File: config.mk
export PLATFORM = sky130hd
export DESIGN_NAME = serial_and_unit
export DESIGN_NICKNAME = d
export VERILOG_FILES = /design/src/rtl/serial_and_unit.sv
export SDC_FILE = /design/constraint.sdc
export NUM_CORES = 1
export LEC_CHECK = 0
export ABC_AREA = 1
export CORE_MARGIN = 5
export CORE_UTILIZATION = 25
export CTS_CLUSTER_DIAMETER = 60
export DETAILED_ROUTE_END_ITERATION = 10
export HOLD_SLACK_MARGIN = 0.06
export PLACE_DENSITY = 0.49
export SLEW_MARGIN = 20
export SYNTH_ARGS = -nofsm -noshare
export SYNTH_HDL_FRONTEND = slang
export SYNTH_SLANG_ARGS = --single-unit
File: constraint.sdc
create_clock -name clk -period 3.2 [get_ports clk]
set_input_delay 0.32 -clock clk [delete_from_list [all_inputs] [get_ports clk]]
set_output_delay 0.32 -clock clk [all_outputs]
set_load 0.02 [all_outputs]
File: src/rtl/serial_and_unit.sv
// Bit-serial bitwise AND: latches two WIDTH-bit operands, builds a & b one bit
// per clock (LSB first), then presents the word plus any/all reduction flags.
module serial_and_unit #(
  parameter int WIDTH = 6
) (
  input  logic             clk,
  input  logic             reset,
  input  logic             start_valid,
  output logic             start_ready,
  input  logic [WIDTH-1:0] a_in,
  input  logic [WIDTH-1:0] b_in,
  output logic             result_valid,
  input  logic             result_ready,
  output logic [WIDTH-1:0] result,
  output logic             any_set,
  output logic             all_set,
  output logic             busy
);

  localparam int CW = (WIDTH > 1) ? $clog2(WIDTH) : 1;
  localparam logic [CW-1:0] LAST = CW'(WIDTH - 1);

  typedef enum logic [1:0] {
    IDLE,
    SHIFT,
    DONE
  } state_t;

  state_t           state;
  state_t           state_next;
  logic [CW-1:0]    count;
  logic [WIDTH-1:0] a_sh;
  logic [WIDTH-1:0] b_sh;
  logic [WIDTH-1:0] result_next;
  logic             accept;
  logic             last_bit;
  logic             consume;

  // start_ready is the only combinational output; reset masks it immediately.
  assign start_ready = (state == IDLE) && !reset;

  // NOTE: every sequential block uses non-blocking assignments so all flops
  // sample the pre-edge values regardless of block evaluation order.
  always_ff @(posedge clk) begin
    if (reset) begin
      state <= IDLE;
    end else begin
      state <= state_next;
    end
  end

  // NOTE: defaults come first so every path assigns every signal and no
  // latch is inferred.
  always_comb begin
    state_next = state;
    accept     = 1'b0;
    last_bit   = 1'b0;
    consume    = 1'b0;
    unique case (state)
      IDLE: begin
        if (start_valid) begin
          accept     = 1'b1;
          state_next = SHIFT;
        end
      end
      SHIFT: begin
        if (count == LAST) begin
          last_bit   = 1'b1;
          state_next = DONE;
        end
      end
      DONE: begin
        if (result_ready) begin
          consume    = 1'b1;
          state_next = IDLE;
        end
      end
      default: state_next = IDLE;
    endcase
  end

  // The word as it will look after this edge's bit lands; flags on the final
  // edge are taken from this so they reflect the completed result.
  always_comb begin
    result_next        = result;
    result_next[count] = a_sh[0] & b_sh[0];
  end

  always_ff @(posedge clk) begin
    if (reset) begin
      count        <= '0;
      a_sh         <= '0;
      b_sh         <= '0;
      result       <= '0;
      result_valid <= 1'b0;
      any_set      <= 1'b0;
      all_set      <= 1'b0;
      busy         <= 1'b0;
    end else begin
      if (accept) begin
        a_sh   <= a_in;
        b_sh   <= b_in;
        result <= '0;
        count  <= '0;
        busy   <= 1'b1;
      end
      if (state == SHIFT) begin
        result <= result_next;
        a_sh   <= a_sh >> 1;
        b_sh   <= b_sh >> 1;
        if (last_bit) begin
          result_valid <= 1'b1;
          any_set      <= |result_next;
          all_set      <= &result_next;
        end else begin
          count <= count + CW'(1);
        end
      end
      // result itself is left alone so it stays readable until the next accept.
      if (consume) begin
        result_valid <= 1'b0;
        any_set      <= 1'b0;
        all_set      <= 1'b0;
        busy         <= 1'b0;
      end
    end
  end

endmodule

==> results.yml <==
floorplan:
  rows: 26
  io_pins: 27
  start_util_pct: 26.2
  die_y_um: 83.8
  dieArea_um2: 7030
  die_x_um: 83.8
  core_um2: 5200
yosys:
  synth-edff-count: 0
  synth.most_common_cell: "nand2_1"
  synthMuxAreaShare_pct: 0
  synthesis.area_um2: 1360
  ys.warnings.count: 0
  synth_area_leaders: "dfxtp_1, nand2_1, a21oi_1"
  ys_async_sr_fraction_pct: 0
  synthCells: 193
  ys_top_cells_by_count: "nand2_1, dfxtp_1, a21oi_1"
  synth-adder-area-share_pct: 1.84
  synthSimpleGateAreaFrac_pct: 27.2
  synth_top_area_share_pct: 39.7
  mappedNetlistNets: 211
  yosys_most_used_dff: "dfxtp_1"
  synth_compound_area_share_pct: 18.9
  synth_top_family_by_area: "simple AND/OR/NAND/NOR gates"
  yosysSeqAreaShare_pct: 39.7
  synth_xor_area_share_pct: 0.643
  synth.distinct_cells: 27
  avgSynthCellArea_um2: 7.06
  synth-seq-cells: 27
  synth_top_area_cell: "dfxtp_1"
timing:
  maxSlewHeadroom_pct: 63.9
  hold_violations: 0
  setup_viol: 0
  clock_skew_ps: 5.89
  period_share_pct: 56.5
  worst_pin_slew_ps: 536
  clock.fmax_mhz: 553
  slew_violations: 0
  min_period_ps: 1810
  setup_tns_ps: 0
  rsz0062_at_grt: "no"
outcome:
  status: "complete, no violations"
worst_setup_path:
  worstReg2RegStart: "count[0]"
  r2r_end: "all_set"
  crit_fanout: 3
  cp_slowest_cell: "clkdlybuf4s50_1"
  arrival_ps: 1490
  cp-end-kind: "output port"
  r2r_cells: 7
  crit_path_cell_trace: "inv_2, nand2_1, nor2_1, clkdlybuf4s50_1"
  critical_path_depth: 4
  crit_type: "reg -> out"
  cp-start-kind: "register"
  ff2ff_setup_slack_ps: 1710
  critPathLaunch: "state[0]"
  cp_slowest_stage_delay_ps: 610
  required_ps: 2880
  crit_end: "start_ready"
  cp_top_family: "buffers and inverters"
  path_buf_inv: 2
drt:
  wl_per_cell_um: 10.7
  route.vias.total: 1227
  drc: 0
  first_pass_iters: 4
  ant_nets: 0
  wl_mm: 3.06
  first_iter_violations: 64
  viasPerCell: 4.29
final_layout:
  nets: 235
  drive_above_1_share_pct: 8.80
  antenna_cells: 0
  final_util_pct: 32.7
  synthToLayoutAreaGrowth_pct: 25.1
clocking:
  post-cts-setup-buffers: 0
  cts_buffers: 3
  cts_root_buf: "clkbuf_8"
  cts_hold_buf: 0
  clk_pin_slew_worst_paths_ps: 90
  cts_sinks: 27
  cts_resized: 0
  clockBufferDepth: 2
  cts_tree: "yes"
  worstSkewPairLatency_ps: 280
  htreeDepth: 1
placed_design:
  gp_congestion: 0.761
  io_buffers: 26
  hpwl_mm: 2.25
min_path:
  min_path_type: "reg -> reg"
pwr:
  peakVddDrop_mv: 0.190
  power_leakage_nw: 0.699
  power_density_nw_per_um2: 398
global_routing:
  grt_pass1_wl_mm: 5.40
  grt_max_degree: 23
  grt_pass1_vias: 1155
  gr-total-overflow: 0
  grt_usage_pct: 9.16
  grt_antenna_before_repair: 0
flow_run:
  drv_cap: 0
[layer usage]
layer	vias to the layer above	global-route usage [%]	part of all wire, %
met4	0	2.19	0.98
met2	26	13.7	42
li1	666	-	-
met1	531	12.7	53
met3	4	2.96	4.8
met5	-	0	0
[placed cells by master, fill, tap and decap left out, drive strengths merged]
cell           instances
a21oi                 22
a31oi                  2
buf                    1
clkbuf                 4
clkdlybuf4s50         26
dfxtp                 27
ha                     2
inv                   27
nand2                 51
nand3                 12
nand4                  2
nor2                  13
o21ai                 22
o21bai                 1
o22ai                  1
o31ai                  1
or2                    1
xor2                   1
[state kept, by name, summed over array words and instances (netlist names)]
| name | cells |
|---|---|
| any_set | 1 |
| b_sh | 6 |
| count | 3 |
| result_valid | 1 |
| a_sh | 6 |
| all_set | 1 |
| result | 6 |
| busy | 1 |
| state | 2 |
[how the worst min path moves through the flow]
stage          startpoint       end  slack [ps]  cells after the start
2_1_floorplan       reset  count[2]         390                      1
3_3_place_gp      b_sh[1]   b_sh[1]         440                      2
3_5_place_dp      b_sh[1]   b_sh[1]         440                      2
4_1_cts           b_sh[1]   b_sh[1]         450                      2
5_1_grt           b_sh[5]   b_sh[5]         470                      2
6_report          b_sh[1]   b_sh[1]         450                      2
[kinds of logic (layout without fill, tap and decap cells)]
family | count (synthesis) | in the layout
adder cells (fa/ha/maj) | 2 | 2
buffers and inverters | 35 | 58
AO/OA/AOI/OAI | 49 | 49
AND/OR/NAND/NOR | 79 | 79
XOR/XNOR | 1 | 1
flip-flops | 27 | 27
[where the power goes]
part / internal [mW] / total [mW] / switching [mW]
clock: 0.0894 / 0.198 / 0.108
sequential: 0.356 / 0.367 / 0.0116
combinational: 0.0460 / 0.113 / 0.0673
[worst min-delay path, cell delays in order (launching register included)]
cell	delay [ps]
dfxtp_1	320
inv_1	50
a21oi_1	50
[final cells by class]
cell class / count / area (um^2)
Clock buffer: 4 / 45.0
Multi-Input combinational cell: 131 / 662
Tap cell: 70 / 87.6
Fill cell: 593 / 3500
Timing Repair Buffer: 27 / 268
Inverter: 27 / 101
Sequential cell: 27 / 541
[through the flow]
| stage | setup slack [ps] | power [mW] | instances | hold slack [ps] | instance area [um^2] |
|---|---|---|---|---|---|
| final | 1390 | 0.678 | 286 | 450 | 1700 |
| after global routing | 1330 | 0.721 | 286 | 475 | 1700 |
| after CTS | 1370 | 0.690 | 286 | 454 | 1700 |
| after detailed placement | 1340 | 0.491 | 282 | 441 | 1660 |
| after global placement | 1420 | 0.491 | 282 | 437 | 1660 |
| after floorplan | 1980 | 0.456 | 193 | 389 | 1360 |
(Power assumes the default switching activity.)
